<file path="config.mk">
export PLATFORM = sky130hd
export DESIGN_NAME = fft_frame_ctrl
export DESIGN_NICKNAME = d
export VERILOG_FILES = /design/src/rtl/fft_pkg.sv /design/src/rtl/fft_blk_counter.sv /design/src/rtl/fft_frame_ctrl.sv
export SDC_FILE = /design/constraint.sdc
export NUM_CORES = 1
export LEC_CHECK = 0
export CAP_MARGIN = 20
export CORE_MARGIN = 1
export CORE_UTILIZATION = 53
export CTS_CLUSTER_SIZE = 8
export DETAILED_ROUTE_END_ITERATION = 10
export PLACE_DENSITY = 0.91
export SYNTH_ARGS = -nofsm -noshare
export SYNTH_HDL_FRONTEND = slang
export SYNTH_SLANG_ARGS = --single-unit
</file>
<file path="constraint.sdc">
create_clock -name clk -period 4.8 [get_ports clk]
set_clock_uncertainty 0.15 [all_clocks]
set_input_delay 0.72 -clock clk [delete_from_list [all_inputs] [get_ports clk]]
set_output_delay 0.72 -clock clk [all_outputs]
set_load 0.005 [all_outputs]
</file>
<file path="src/rtl/fft_pkg.sv">
// fft_pkg: shared constants and types for the FFT frame scheduler.
//   FFT_N          points per frame
//   FFT_BLK        samples per block (one block per cycle)
//   FFT_NBLK       blocks per frame
//   FFT_BLK_IDX_W  width of a block index
//   fft_ctrl_state_t  frame scheduler FSM states
package fft_pkg;

    localparam int unsigned FFT_N         = 512;
    localparam int unsigned FFT_BLK       = 16;
    localparam int unsigned FFT_NBLK      = 32;
    localparam int unsigned FFT_BLK_IDX_W = 5;

    typedef enum logic [1:0] {
        IDLE,
        FEED,
        DRAIN
    } fft_ctrl_state_t;

endpackage

</file>
<file path="src/rtl/fft_blk_counter.sv">
// fft_blk_counter: block index up counter with synchronous clear and enable.
// Counts 0..Last and wraps to 0; tc_o flags that the count is at Last.
// Ports:
//   clk_i  clock, rising edge
//   rst_i  synchronous active-high reset
//   clr_i  clear to 0 (has priority over en_i)
//   en_i   advance by one
//   cnt_o  current count
//   tc_o   terminal count (cnt_o == Last)
module fft_blk_counter
    import fft_pkg::*;
#(
    parameter int unsigned Width = FFT_BLK_IDX_W,
    parameter int unsigned Last  = FFT_NBLK - 1
) (
    input  logic             clk_i,
    input  logic             rst_i,
    input  logic             clr_i,
    input  logic             en_i,
    output logic [Width-1:0] cnt_o,
    output logic             tc_o
);

    logic [Width-1:0] cnt_q, cnt_d;

    assign tc_o  = (cnt_q == Width'(Last));
    assign cnt_o = cnt_q;

    always_comb begin
        cnt_d = cnt_q;
        if (clr_i) begin
            cnt_d = '0;
        end else if (en_i) begin
            cnt_d = tc_o ? '0 : cnt_q + 1'b1;
        end
    end

    always_ff @(posedge clk_i) begin
        if (rst_i) begin
            cnt_q <= '0;
        end else begin
            cnt_q <= cnt_d;
        end
    end

endmodule

</file>
<file path="src/rtl/fft_frame_ctrl.sv">
// fft_frame_ctrl: frame scheduler in front of the block-parallel FFT datapath.
// On start it reads all blocks of one frame from the sample buffer as one
// contiguous burst, then counts the output blocks back and pulses done.
// Optional feature: define FFT_FRAME_CTRL_TIMEOUT_EN to build a DRAIN watchdog
// that aborts a frame (err set, no done) after TIMEOUT_CYC cycles without output.
// Ports:
//   clk           clock, rising edge
//   rst           synchronous active-high reset
//   start         frame request, sampled only in IDLE
//   busy          high in FEED and DRAIN
//   done          one-cycle pulse after the last output block
//   err           sticky error: stray output or watchdog timeout
//   rd_en         sample-buffer read enable (data returns one cycle later)
//   rd_addr       block index being read
//   fft_valid_in  rd_en delayed one cycle, to FFT valid_in
//   fft_valid_out FFT valid_out, one per output block
//   out_blk_idx   index of the current output block
//   out_last      fft_valid_out on the final block
//   frame_cnt     completed frames, wrapping
module fft_frame_ctrl
    import fft_pkg::*;
#(
    parameter int unsigned N_POINT     = FFT_N,
    parameter int unsigned BLK_SIZE    = FFT_BLK,
    parameter int unsigned TIMEOUT_CYC = 1024
) (
    input  logic        clk,
    input  logic        rst,
    input  logic        start,
    output logic        busy,
    output logic        done,
    output logic        err,
    output logic        rd_en,
    output logic [4:0]  rd_addr,
    output logic        fft_valid_in,
    input  logic        fft_valid_out,
    output logic [4:0]  out_blk_idx,
    output logic        out_last,
    output logic [15:0] frame_cnt
);

    localparam int unsigned NBLK = N_POINT / BLK_SIZE;

    fft_ctrl_state_t state_q, state_d;
    logic            done_q, done_d;
    logic            err_q, err_d;
    logic [15:0]     frame_cnt_q, frame_cnt_d;
    logic            valid_in_q;

    logic [FFT_BLK_IDX_W-1:0] in_cnt, out_cnt;
    logic                     in_tc, out_tc;
    logic                     accept, out_en, frame_end, wdog_hit;

    assign accept    = (state_q == IDLE) && start;
    assign out_en    = fft_valid_out && (state_q != IDLE);
    assign frame_end = out_en && out_tc;

    fft_blk_counter #(
        .Width (FFT_BLK_IDX_W),
        .Last  (NBLK - 1)
    ) u_in_cnt (
        .clk_i (clk),
        .rst_i (rst),
        .clr_i (accept),
        .en_i  (state_q == FEED),
        .cnt_o (in_cnt),
        .tc_o  (in_tc)
    );

    fft_blk_counter #(
        .Width (FFT_BLK_IDX_W),
        .Last  (NBLK - 1)
    ) u_out_cnt (
        .clk_i (clk),
        .rst_i (rst),
        .clr_i (accept),
        .en_i  (out_en),
        .cnt_o (out_cnt),
        .tc_o  (out_tc)
    );

`ifdef FFT_FRAME_CTRL_TIMEOUT_EN
    localparam int unsigned WdogW = $clog2(TIMEOUT_CYC + 1);

    logic [WdogW-1:0] wdog_q, wdog_d;
    logic             drain_idle;

    // Counts consecutive DRAIN cycles with no output; any output restarts it.
    assign drain_idle = (state_q == DRAIN) && !fft_valid_out;
    assign wdog_hit   = drain_idle && (wdog_q == WdogW'(TIMEOUT_CYC - 1));
    assign wdog_d     = drain_idle ? wdog_q + 1'b1 : '0;

    always_ff @(posedge clk) begin
        if (rst) begin
            wdog_q <= '0;
        end else begin
            wdog_q <= wdog_d;
        end
    end
`else
    assign wdog_hit = 1'b0;
`endif

    always_comb begin
        state_d     = state_q;
        done_d      = 1'b0;
        err_d       = err_q;
        frame_cnt_d = frame_cnt_q;
        unique case (state_q)
            IDLE: begin
                if (start) begin
                    state_d = FEED;
                    err_d   = 1'b0;
                end
                if (fft_valid_out) begin
                    err_d = 1'b1;
                end
            end
            FEED: begin
                // Completion wins over the feed: any remaining reads are dropped.
                if (frame_end) begin
                    state_d     = IDLE;
                    done_d      = 1'b1;
                    frame_cnt_d = frame_cnt_q + 16'd1;
                end else if (in_tc) begin
                    state_d = DRAIN;
                end
            end
            DRAIN: begin
                if (frame_end) begin
                    state_d     = IDLE;
                    done_d      = 1'b1;
                    frame_cnt_d = frame_cnt_q + 16'd1;
                end else if (wdog_hit) begin
                    state_d = IDLE;
                    err_d   = 1'b1;
                end
            end
            default: state_d = IDLE;
        endcase
    end

    always_ff @(posedge clk) begin
        if (rst) begin
            state_q     <= IDLE;
            done_q      <= 1'b0;
            err_q       <= 1'b0;
            frame_cnt_q <= '0;
            valid_in_q  <= 1'b0;
        end else begin
            state_q     <= state_d;
            done_q      <= done_d;
            err_q       <= err_d;
            frame_cnt_q <= frame_cnt_d;
            valid_in_q  <= rd_en;
        end
    end

    assign busy         = (state_q != IDLE);
    assign rd_en        = (state_q == FEED);
    assign rd_addr      = in_cnt;
    assign fft_valid_in = valid_in_q;
    assign out_blk_idx  = out_cnt;
    assign out_last     = fft_valid_out && out_tc;
    assign done         = done_q;
    assign err          = err_q;
    assign frame_cnt    = frame_cnt_q;

endmodule
</file>
==> results.sh <==
export IMPL_status="finished clean"
export IMPL_hp_class="flip-flop to flip-flop"
export IMPL_yosysSeqAreaShare=0.404
export IMPL_rows=19
export IMPL_final_area_um2=1970
export IMPL_vias=1350
export IMPL_die_h_um=55.8
export IMPL_fin_tns_setup_ps=0
export IMPL_gr_usage_all_layers=0.229
export IMPL_grt_pass1_wl_um=5500
export IMPL_place_congestion=0.816
export IMPL_combinationalPowerShare=0.115
export IMPL_htree_num_levels=2
export IMPL_insertedDiodeCount=0
export IMPL_synth_main_ff_cell="dfxtp_1"
export IMPL_dieWidth_um=55.8
export IMPL_worst_path_stages=5
export IMPL_crit_chain="ha_1 -> and3_1 -> ha_1 -> and2_2 -> clkdlybuf4s50_1"
export IMPL_power_internal_uw=416
export IMPL_max_freq_mhz=325
export IMPL_cts_buffer_depth=2
export IMPL_power_density_nw_per_um2=277
export IMPL_root_buffer="clkbuf_4"
export IMPL_die_area_um2=3120
export IMPL_slew_viol_final=0
export IMPL_drtPass1Iterations=4
export IMPL_avgViaCountPerCell=5.72
export IMPL_total_power_uw=545
export IMPL_syn_nets=182
export IMPL_dp_hpwl_um=2420
export IMPL_grt_pass1_vias=1264
export IMPL_crit_family="adder cells"
export IMPL_cts_hold_buf=0
export IMPL_cp_max_fo=9
export IMPL_max_slew_margin=0.478
export IMPL_grt_start_max_net_pins=23
export IMPL_insertion_delay_ps=340
export IMPL_max_cap_violations=0
export IMPL_worst_setup_path_start_kind="flip-flop"
export IMPL_drive_gt1_frac=0.0732
export IMPL_pwr_share_seq=0.488
export IMPL_required_ps=3930
export IMPL_overflow=0
export IMPL_clkPwrFrac=0.396
export IMPL_path_buf_inv=1
export IMPL_crit_path_end_kind="output pin"
export IMPL_holdPathStages=2
export IMPL_synth_seq_cells=31
export IMPL_ir_worst_vdd_v=0.000291
export IMPL_fin_cells=236
export IMPL_cts_buffers=5
export IMPL_avgSynthCellArea_um2=9.09
export IMPL_ctsResizeCount=0
export IMPL_cts_setup_buffers=0
export IMPL_power_leakage_uw=0.000788
export IMPL_swShare=0.236
export IMPL_drcViolationCount=0
export IMPL_core_area_um2=2760
export IMPL_grt_antenna_before_repair=0
export IMPL_rsz0062_at_grt="false"
export IMPL_initial_core_util=0.557
export IMPL_reg2regPathDepth=7
export IMPL_hold_viol=0
export IMPL_synth_area_um2=1540
export IMPL_cts_tree="done"
export IMPL_min_period_ps=3080
export IMPL_yosysWarnings=0
export IMPL_io_pins=36
export IMPL_criticalPathCategory="flip-flop to output pin"
export IMPL_wl_per_cell_um=14.3
export IMPL_async_flop_share=0
export IMPL_slowest_stage="clkdlybuf4s50_1"
export IMPL_detail_route_antenna_nets=0
export IMPL_cp_common_cell="ha_1"
export IMPL_dpl_instance_area_um2=1880
export IMPL_synth_edf_count=0
export IMPL_setup_viol=0
export IMPL_tightest_slew_ps=780
export IMPL_area_growth_pct=28.2
export IMPL_drt_total_wl_um=3380
export IMPL_switching_power_uw=129
export IMPL_dp_cells=228
export IMPL_drtIter0Drc=33
export IMPL_slowest_delay_ps=490
export IMPL_syn_inst=169
export IMPL_yosysUniqueCellTypes=38
export IMPL_final_nets=217
export IMPL_io_buffers=35
export IMPL_cts_sinks=31
export IMPL_fin_crit_sh=0.642
export IMPL_fill_cells=201
export IMPL_arrival_ps=2210
export IMPL_clk_pin_slew_ps=90
[power by group through the flow]
stage / registers (µW) / clock network, µW / logic (µW)
finish: 266 / 216 / 62.9
floorplan: 272 / 0 / 39.7
detailed placement: 272 / 0 / 62.1
CTS: 266 / 220 / 62.8
global route: 267 / 229 / 67.7
global placement: 271 / 0 / 59.5
[synth_stat cells, drive strengths merged (2+ instances only)]
cell type,n,share of area
xor2,3,0.017
ha,9,0.073
xnor2,6,0.034
nand4,3,0.022
nand4b,4,0.033
nor3,5,0.016
clkbuf,4,0.0098
mux2i,5,0.033
nor2,24,0.059
buf,3,0.018
a22oi,3,0.015
and4,2,0.013
nand2b,2,0.0081
and3,5,0.021
nand3,6,0.020
inv,6,0.015
nor2b,4,0.016
o21ai,10,0.033
nand2,8,0.020
and2,2,0.0090
dfxtp,31,0.40
or3,4,0.016
a21oi,11,0.036
[registers in the layout, summed over array words and instances, names as in the netlist]
name             flops
u_out_cnt.cnt_o      5
err                  1
frame_cnt           16
state_q              2
u_in_cnt.cnt_o       5
fft_valid_in         1
done                 1
[per-stage QoR]
step                utilization  hold WS, ps  setup slack [ps]
CTS                       0.714          368              1720
global placement          0.683          319              1980
global route              0.714          397              1560
detailed placement        0.683          343              1960
floorplan                     -          324              2700
finish                    0.714          363              1720
[tightest hold or removal path, cell delays in order, from the launching register on]
cell and delay, ps:
dfxtp_1 340, a22oi_1 60, nor2_1 80
[layout make-up]
| type | instances | area (µm²) | share of cell area |
|---|---|---|---|
| Clock inverter | 2 | 35.0 | 0.0178 |
| Inverter | 6 | 22.5 | 0.0114 |
| Multi-Input combinational cell | 125 | 851 | 0.432 |
| Clock buffer | 6 | 51.3 | 0.0260 |
| Tap cell | 31 | 38.8 | 0.0197 |
| Sequential cell | 31 | 621 | 0.315 |
| Timing Repair Buffer | 35 | 350 | 0.178 |
[layer usage]
layer | wire length, µm | part of all wire | track usage | up-vias
met4 | 42 | 0.012 | 0.0871 | 0
met3 | 191 | 0.057 | 0.0698 | 7
met2 | 1750 | 0.52 | 0.406 | 44
met1 | 1400 | 0.41 | 0.256 | 639
met5 | 0 | 0 | 0 | -
li1 | - | - | - | 660
[path summary, 6_finish.rpt]
kind                              startpoint  slack, ps                          to
max          u_out_cnt.cnt_o[0]$_SDFFE_PP0N_       1720                    out_last
min                         err$_SDFFE_PP0P_        360            err$_SDFFE_PP0P_
max reg2reg  u_out_cnt.cnt_o[0]$_SDFFE_PP0N_       2340  frame_cnt[12]$_SDFFE_PP0P_
min reg2reg                 err$_SDFFE_PP0P_        360            err$_SDFFE_PP0P_
[cells by family (layout without fill, tap and decap cells)]
logic type | count (synthesis) | count (layout) | share of synthesized area
AND/OR/NAND/NOR | 74 | 74 | 0.291
flip-flops | 31 | 31 | 0.404
AO/OA/AOI/OAI | 27 | 27 | 0.0985
buffers and inverters | 13 | 49 | 0.0423
adder cells (fa/ha/maj) | 9 | 9 | 0.0733
XOR/XNOR | 9 | 9 | 0.0513
multiplexers | 6 | 6 | 0.0399
[cells in the final DEF, fill, tap and decap left out, types with 2 or more instances in the layout]
cell type / synthesis / routed
a22oi_1: 3 / 3
clkbuf_4: 0 / 5
nor2_1: 24 / 24
nand2b_1: 2 / 2
xnor2_1: 6 / 6
nand3_1: 6 / 6
a21oi_1: 11 / 11
nand4b_1: 3 / 3
and3_1: 4 / 4
dfxtp_1: 31 / 31
nor3_1: 5 / 5
nor2b_1: 4 / 4
xor2_1: 3 / 3
nand2_1: 8 / 8
mux2i_1: 5 / 5
inv_1: 6 / 6
clkdlybuf4s50_1: 0 / 35
or3_1: 4 / 4
nand4_1: 2 / 2
ha_1: 9 / 9
o21ai_0: 10 / 10
Power figures use the tool's default switching activity.
